`src/rtl/fir.sv`:
```
// fir: 4-tap unsigned FIR with one serial MAC; go rising edge captures in, y holds the saturated 16-bit result
module fir #(
  parameter logic [7:0] C0 = 8'd1,
  parameter logic [7:0] C1 = 8'd2,
  parameter logic [7:0] C2 = 8'd3,
  parameter logic [7:0] C3 = 8'd4
)(
  input  logic        clk,
  input  logic        rst,
  input  logic [7:0]  in,
  input  logic        go,
  output logic [15:0] y
);
  typedef enum logic [1:0] {IDLE, MAC, DONE} state_t;
  state_t state, state_n;
  logic [7:0] x0, x1, x2, x3, xs, cs;
  logic [19:0] acc;
  logic [15:0] prod;
  logic [1:0] idx;
  logic go_q, start;
  assign start = go & ~go_q;
  always_comb begin
    xs = idx == 2'd0 ? x0 : idx == 2'd1 ? x1 : idx == 2'd2 ? x2 : x3;
    cs = idx == 2'd0 ? C0 : idx == 2'd1 ? C1 : idx == 2'd2 ? C2 : C3;
    prod = 16'(xs) * 16'(cs);
    state_n = state == IDLE ? (start ? MAC : IDLE) :
              state == MAC  ? (idx == 2'd3 ? DONE : MAC) : IDLE;
  end
  always_ff @(posedge clk or posedge rst)
    if (rst) state <= IDLE;
    else state <= state_n;
  always_ff @(posedge clk or posedge rst) begin
    if (rst) begin
      go_q <= 1'b0;
      x0 <= '0;
      x1 <= '0;
      x2 <= '0;
      x3 <= '0;
      acc <= '0;
      idx <= '0;
      y <= '0;
    end else begin
      go_q <= go;
      if (state == IDLE && start) begin
        x3 <= x2;
        x2 <= x1;
        x1 <= x0;
        x0 <= in;
        acc <= '0;
        idx <= '0;
      end
      if (state == MAC) begin
        acc <= acc + {4'd0, prod};
        idx <= idx + 2'd1;
      end
      if (state == DONE) y <= acc > 20'hFFFF ? 16'hFFFF : acc[15:0];
    end
  end
endmodule

```
`config.mk`:
```
export PLATFORM = sky130hd
export DESIGN_NAME = fir
export DESIGN_NICKNAME = d
export VERILOG_FILES = /design/src/rtl/fir.sv
export SDC_FILE = /design/constraint.sdc
export NUM_CORES = 1
export LEC_CHECK = 0
export CORE_MARGIN = 1.5
export CORE_UTILIZATION = 60
export CTS_CLUSTER_DIAMETER = 30
export DETAILED_ROUTE_END_ITERATION = 8
export GPL_ROUTABILITY_DRIVEN = 0
export PLACE_DENSITY = 0.81
export SYNTH_ARGS = -nofsm -noshare
export SYNTH_HDL_FRONTEND = slang
export SYNTH_SLANG_ARGS = --single-unit
```
`constraint.sdc`:
```
create_clock -name clk -period 4.9 [get_ports clk]
set_clock_uncertainty 0.1 [all_clocks]
set_input_delay 0.49 -clock clk [delete_from_list [all_inputs] [get_ports clk]]
set_output_delay 0.49 -clock clk [all_outputs]
set_load 0.01 [all_outputs]
```
[Word-level counts from Yosys, hierarchy flattened]
Index checks and enable logic that the tools add are counted.
Cells by class
  add/sub/neg operators: 2
  multipliers: 1
  order comparisons: 1
  equality and inequality tests: 5
  mux-type cells: 15
  bitwise gates (word level): 2
  reduce and logical (&&, ||, !) cells: 4
Operators by type and width (count)
  20-bit two-way mux: 2
  8-bit two-way mux: 3
  20-bit by 11-bit adder with 20-bit output: 1
  20-bit by 16-bit > comparator with 1-bit output (second input constant): 1
  16-bit two-way mux: 1
  8-bit by 3-bit multiplier with 11-bit output: 1
  2-bit two-way mux: 5
  3-bit two-way mux: 3
  2-bit == test (second input constant): 3
  2-bit by 1-bit == test with 1-bit output (second input constant): 2
  2-bit logical NOT: 2
  2-bit by 1-bit adder with 2-bit output (second input constant): 1
  2-bit nonzero test: 1
  1-bit bitwise AND: 1
  1-bit logical AND: 1
  1-bit two-way mux: 1
  1-bit inverter: 1
Word-level totals
  flip-flop bits (word level): 73
  input bits: 11
  output and inout port bits: 16
  logic and storage cells: 39

[Longest topological paths before layout]
Gate-level depths: netlist (run 1).
  depth after elaboration: 7
  gate-level depth with buffers: 21

[Worst setup path before layout (run 1)]
Ideal clock, no wire load.
  path type: reg-to-reg
  start point: register idx[0]
  end point: register acc[9]
  setup time: 126 ps
  data arrival time: 3992 ps
  data required time: 4674 ps
  setup slack: 681 ps
  stages on the path, launching flop included: 17
  buffers on the path: 2
  cell sequence: dfrtp_1 > inv_1 > ha_1 > clkbuf_1 > buf_1 > a21oi_1 > or2_2 > fa_1 > inv_1 > fa_1 > fa_1 > a21oi_1 > o22ai_1 > or3_1 > o21ai_1 > xor2_1 > o21ai_0
Between the ends
  longest elaborated chain between the ends: 7
  elaborated cells between the ends (all ways): 12
  classes of those cells: add/sub (1); mul (1); eq/ne (2); mux (7); reduce/logical (1)
Ends and longest elaborated chain
  start, declared: line 19  | logic [1:0] idx;
  start signal, assigned: line 54  | idx <= idx + 2'd1;
  2-bit == test: line 23, 24
  8-bit two-way mux or 3-bit two-way mux (tied branches) (3 in series): line 23, 24
  8-bit by 3-bit multiplier with 11-bit output (*): line 25  | prod = 16'(xs) * 16'(cs);
  20-bit by 11-bit adder with 20-bit output (*): line 53  | acc <= acc + {4'd0, prod};
  20-bit two-way mux (*): line 52  | if (state == MAC) begin
  end signal, assigned: line 53
  end, declared: line 17  | logic [19:0] acc;
Every way passes the cells marked *; elsewhere a longest branch is shown, timed or not.
A chain may end at the register's enable or synchronous reset.

[Worst setup path in the final report (run 1)]
  start point: register idx[0]
  end point: register acc[14]
The elaborated chain is that of the path after synthesis.

==> impl_results.md, run 1 <==
* Most common flop cell mapped by yosys: dfrtp_1
* Comb power frac at 0.574
* HP Start: acc[19]
* Critical-path maximum fanout at 8
* Sw frac at 0.448
* Cell leakage power at 2.34 nW
* Post-DP HPWL at 5720 um
* EDFF count, synth at 0
* Grt total ovfl at 0
* Diode count at 0
* Row Count at 30
* Pre-CTS setup slack at 0.211 ns
* Maximum clock frequency at 217 MHz
* Port Buffers at 26
* Worst Tran Pin Value at 1.28 ns
* Clk slew on worst S/H paths at 0.07 ns
* Syn_nets at 504
* CP delay by family, top: adder cells
* Pint at 1.88 mW
* Post-route DRC at 0
* Register share of total power at 0.301
* Register area share after synthesis at 0.433
* DRT iter0 DRCs at 206
* GR Util All Layers at 0.242
* Chip Height at 86.8 um
* Max-slew violations at 0
* Post-CTS sizing at 0
* Area after DPL at 4520 um^2
* Status: finished, final reports clean
* Commonest non-fill, non-tap cell in the layout: nand2_1
* Delay of the slowest critical-path stage at 0.54 ns
* Layout cells sized above 1 at 0.0683
* Area growth from synthesis to layout at 11.3%
* Antenna viol nets, final at 0
* Commonest cells after routing, fill and taps aside: nand2_1, dfrtp_1, inv_1
* Max_slew headroom at 0.147
* Hold Buf Count CTS at 0
* Most used cell, CP: inv_1
* Antenna violations before repair at 0
* Via count at 3127
* Die area at 7540 um^2
* Synthesized area at 4220 um^2
* Yosys cell types at 48
* Drt first pass iters at 5
* Worst-skew pair later-pin latency at 0.35 ns
* Final setup viols at 0
* Async SR Flop Fraction at 1.00
* Syn Area/Cell at 9.20 um^2
* Worst reg-to-reg path cell count at 19
* CTS Buf Count at 9
* Area leader, netlist: dfrtp_1
* Per-cell routed wire length at 14.1 um
* PwrDens at 727 nW/um^2
* Vias per cell at 5.40
* Maximum vdd drop at 0.355 mV
* First-pass GRT wire length at 14100 um
* Core area at 6790 um^2
* Top post-synthesis cells by area: dfrtp_1, nand2_1, fa_1
* WP buf/inv at 3
* Root buf cell: clkbuf_8
* Largest net degree at the start of global routing at 46
* Met1 wire length at 3700 um
* Critical path's slowest cell: fa_1
* Final Hold Vio Count at 0
* Arrival time at the worst endpoint at 4.78 ns
* CTS tree: yes
* Top sig layer: met4
* Fin crit period at 4.60 ns
* Top cell type's share of synthesized area at 0.433
* Initial Util at 0.620
* WL met2 at 3950 um
* Endpoint type of the worst setup path: register
* Number of global-route vias before repair at 3120
* CTS H-tree lvls at 3
* Syn. warnings at 0
* Worst-path cell chain: inv_1 -> ha_2 -> mux2i_1 -> nor2_1 -> a21oi_1 -> nor2_1 -> a21oi_1 -> nor2b_1 -> fa_1 -> inv_1 -> fa_1 -> inv_1 -> ha_1 -> a21oi_2 -> nand2_1 -> a31oi_2 -> o21ai_2 -> o2111ai_2 -> mux2i_1
* Reg2reg start: idx[0]
* Final setup margin at 0.299 ns
* Final #Nets at 524
* Sw Pwr at 1.53 mW
* Hold path endpoint: acc[19]
* Setup CP Type: reg2reg
* Routed WL at 8140 um
* Max Cap Viol at 0
* HP Class: reg2reg
* R2r endpoint: acc[14]
* Clock Path Buffers at 2
* Length of routed met3 wiring at 330 um
* Clock Sinks at 73
* Hold Path Depth at 1
* Post-CTS Setup Repair Bufs at 0
* Fillers at 530
* Multi-input logic area at 2140 um^2
* IO Pins at 27
* Sequential cell area at 1830 um^2
* Startpoint Class: register
* Clock power frac at 0.124
* Crit share post-route at 0.939
* Die width at 86.8 um
* #FFs+latches synth at 73
* Fin area at 4690 um^2
* RSZ-0062 raised after global routing: no
* Worst EP required at 5.07 ns
* Post-Synthesis Cells at 458
* FF-to-FF setup slack at 0.30 ns
* Setup TNS at 0 ns
-- layout make-up --
type | instances | area share
clock inverters | 3 | 0.00320
well taps | 96 | 0.0256
inverters | 39 | 0.0312
clock buffers | 13 | 0.0339
flip-flops and latches | 73 | 0.389
repair buffers | 30 | 0.0619
multi-input cells | 325 | 0.455
-- cell families (layout without fill, tap and decap cells) --
kind of cell / after synthesis / count (layout) / synth area share
xor+xnor: 6 / 6 / 0.0125
mux: 17 / 17 / 0.0404
simple gates: 198 / 198 / 0.210
buf+inv: 60 / 85 / 0.0626
flops: 73 / 73 / 0.433
fa+ha+maj: 35 / 35 / 0.131
compound gates: 69 / 69 / 0.110
-- worst max-delay path by stage --
stage                 from  endpoint  slack [ns]  cells past startpoint
floorplan           idx[0]    acc[9]        0.68                     16
CTS                 idx[0]   acc[14]        0.18                     19
finish              idx[0]   acc[14]        0.30                     19
global route        idx[1]    acc[9]      0.0005                     16
global placement    idx[0]   acc[14]        0.35                     19
detailed placement  idx[0]   acc[14]        0.21                     19
-- power by group through the flow --
stage	Sequential, mW	Clock [mW]	Combinational, mW
after CTS	1.03	0.430	1.96
after global placement	1.02	0	1.86
after detailed placement	1.03	0	1.95
after global routing	1.05	0.455	2.24
after floorplan	1.01	0	1.48
final	1.03	0.423	1.96
-- sequential cells by signal, summed over array words and instances (netlist names) --
name,cells
acc,20
go_q,1
idx,2
state,2
x0,8
x1,8
x2,8
x3,8
y,16
-- synthesized netlist by cell type, types with 6 or more instances --
cell	number
fa_1	15
a21oi_1	21
o22a_1	16
o21ai_0	11
nand2b_1	6
dfrtp_1	73
mux2i_1	17
nor2b_1	15
nor2_1	27
buf_2	12
inv_1	39
ha_1	20
nand2_1	120
nand3_1	12
-- layer usage --
layer | vias to the layer above | global-route usage
li1 | 1530 | -
met1 | 1512 | 0.322
met2 | 68 | 0.396
met3 | 17 | 0.0486
met4 | 0 | 0.0836
met5 | - | 0
-- through the flow --
step	cells	total power, mW	hold slack, ns	util
final	579	3.41	0.381	0.691
after global routing	579	3.75	0.406	0.691
after CTS	579	3.42	0.386	0.690
after detailed placement	563	2.98	0.362	0.665
after global placement	563	2.89	0.358	0.665
after floorplan	458	2.49	0.344	-
Power figures use the tool's default switching activity.
==> inputs of run 2 (changes only) <==
--- a/config.mk
+++ b/config.mk
@@ -10,6 +10,8 @@
 export CTS_CLUSTER_DIAMETER = 30
 export DETAILED_ROUTE_END_ITERATION = 8
 export GPL_ROUTABILITY_DRIVEN = 0
+export HOLD_SLACK_MARGIN = 0.06
+export MAX_ROUTING_LAYER = met4
 export PLACE_DENSITY = 0.81
 export SYNTH_ARGS = -nofsm -noshare
 export SYNTH_HDL_FRONTEND = slang
==> impl_results.md, run 2 (synthesis gave the netlist of run 1 again) <==
* Status: finished, final reports clean
* Biggest register: acc
* DRT iter0 DRCs at 195
* HP Class: reg2reg
* Chip Height at 86.8 um
* Endpoint type of the worst setup path: register
* Diode count at 0
* Max Cap Viol at 0
* Register share of total power at 0.301
* Row Count at 30
* Grt total ovfl at 0
* Clk slew on worst S/H paths at 0.07 ns
* PwrDens at 727 nW/um^2
* CTS H-tree lvls at 3
* Antenna viol nets, final at 0
* Area growth from synthesis to layout at 11.3%
* Largest net degree at the start of global routing at 46
* Crit share post-route at 0.937
* Drt first pass iters at 4
* Max-slew violations at 0
* Critical path's slowest cell: fa_1
* Vias per cell at 5.37
* Pint at 1.88 mW
* Post-DP HPWL at 5720 um
* Setup CP Type: reg2reg
* Number of global-route vias before repair at 3118
* Layout cells sized above 1 at 0.0683
* Clock Path Buffers at 2
* Worst Tran Pin Value at 1.28 ns
* Final Hold Vio Count at 0
* Final setup margin at 0.310 ns
* CTS tree: yes
* Maximum vdd drop at 0.353 mV
* Clock power frac at 0.124
* IO Pins at 27
* Routed WL at 8130 um
* Cell leakage power at 2.34 nW
* Maximum clock frequency at 218 MHz
* Final #Nets at 524
* Commonest cells after routing, fill and taps aside: nand2_1, dfrtp_1, inv_1
* GR Util All Layers at 0.250
* CTS Buf Count at 9
* Sw frac at 0.448
* Total power draw at 3.41 mW
* First-pass GRT wire length at 14200 um
* Antenna violations before repair at 0
* WP buf/inv at 3
* Final setup viols at 0
* Fin crit period at 4.59 ns
* Max_slew headroom at 0.145
* Post-route DRC at 0
* Startpoint Class: register
* Sw Pwr at 1.53 mW
* Clock Sinks at 73
* Worst-skew pair later-pin latency at 0.35 ns
* Max reg flops at 20
* Arrival time at the worst endpoint at 4.76 ns
* Delay of the slowest critical-path stage at 0.54 ns
* Critical-path maximum fanout at 8
* Setup TNS at 0 ns
* Biggest regs: acc: 20 flops, y: 16 flops
* Die width at 86.8 um
* Port Buffers at 26
* Worst EP required at 5.07 ns
* Worst-path cell chain: inv_1 -> ha_2 -> mux2i_1 -> nor2_1 -> a21oi_1 -> nor2_1 -> a21oi_1 -> nor2b_1 -> fa_1 -> inv_1 -> fa_1 -> inv_1 -> ha_1 -> a21oi_2 -> nand2_1 -> a31oi_2 -> o21ai_2 -> o2111ai_2 -> mux2i_1
* Commonest non-fill, non-tap cell in the layout: nand2_1
* Per-cell routed wire length at 14.0 um
* Via count at 3112
* Comb power frac at 0.574
* CP delay by family, top: adder cells
* Die area at 7540 um^2
* Hold Buf Count CTS at 0
* Initial Util at 0.620
* RSZ-0062 raised after global routing: no
* Most used cell, CP: inv_1
* Core area at 6790 um^2
* WHS at 0.381 ns
* Pre-CTS setup slack at 0.211 ns
* Root buf cell: clkbuf_8
==> run 2: cell counts in the layout (fill, tap and decap cells not counted) <==
Identical to the previous run, type by type.
==> run 2: worst register-to-register path: stages, from the launching register on <==
cell and delay [ns]:
dfrtp_1 0.44, inv_1 0.14, ha_2 0.36, mux2i_1 0.23
nor2_1 0.06, a21oi_1 0.13, nor2_1 0.05, a21oi_1 0.27
nor2b_1 0.11, fa_1 0.54, inv_1 0.05, fa_1 0.49
inv_1 0.04, ha_1 0.38, a21oi_2 0.18, nand2_1 0.08
a31oi_2 0.27, o21ai_2 0.17, o2111ai_2 0.20, mux2i_1 0.20
==> run 2: power groups by stage <==
stage / Combinational, mW / Clock [mW] / Sequential, mW
floorplan: 1.48 / 0 / 1.01
global placement: 1.86 / 0 / 1.02
detailed placement: 1.95 / 0 / 1.03
CTS: 1.96 / 0.430 / 1.03
global route: 2.24 / 0.456 / 1.05
finish: 1.96 / 0.423 / 1.03
==> run 2: final cells by class <==
type                    count  area [um^2]
well taps                  96          120
multi-input cells         325         2140
inverters                  39          146
flip-flops and latches     73         1830
clock buffers              13          159
fillers                   530         2100
clock inverters             3         15.0
repair buffers             30          290
==> run 2: layer usage <==
layer,vias to the layer above,GRT usage,wire (um)
li1,1526,-,-
met1,1492,0.326,3690
met2,74,0.394,3930
met3,20,0.0486,375
met4,0,0.0836,137
met5,-,-,0
==> run 2: path summary, 6_finish.rpt <==
kind	from	end	slack (ns)	cells after the start
setup / recovery	idx[0]	acc[14]	0.31	19
hold / removal	acc[19]	acc[19]	0.38	1
setup reg to reg	idx[0]	acc[14]	0.31	19
hold reg to reg	acc[19]	acc[19]	0.38	1
max in group asynchronous	rst	acc[8]	3.28	3
min in group asynchronous	rst	x1[4]	0.43	2
==> run 2: what timing repair did <==
item,CTS,global route
setup buffers,0,0
endpoints found under the hold margin,0,0
setup endpoints to repair,0,12
gates resized for setup,0,1
==> run 2: metrics by stage <==
step	area [um^2]	cells	util
final	4690	579	0.691
after global routing	4690	579	0.691
after CTS	4690	579	0.690
after detailed placement	4520	563	0.665
after global placement	4520	563	0.665
after floorplan	4220	458	-
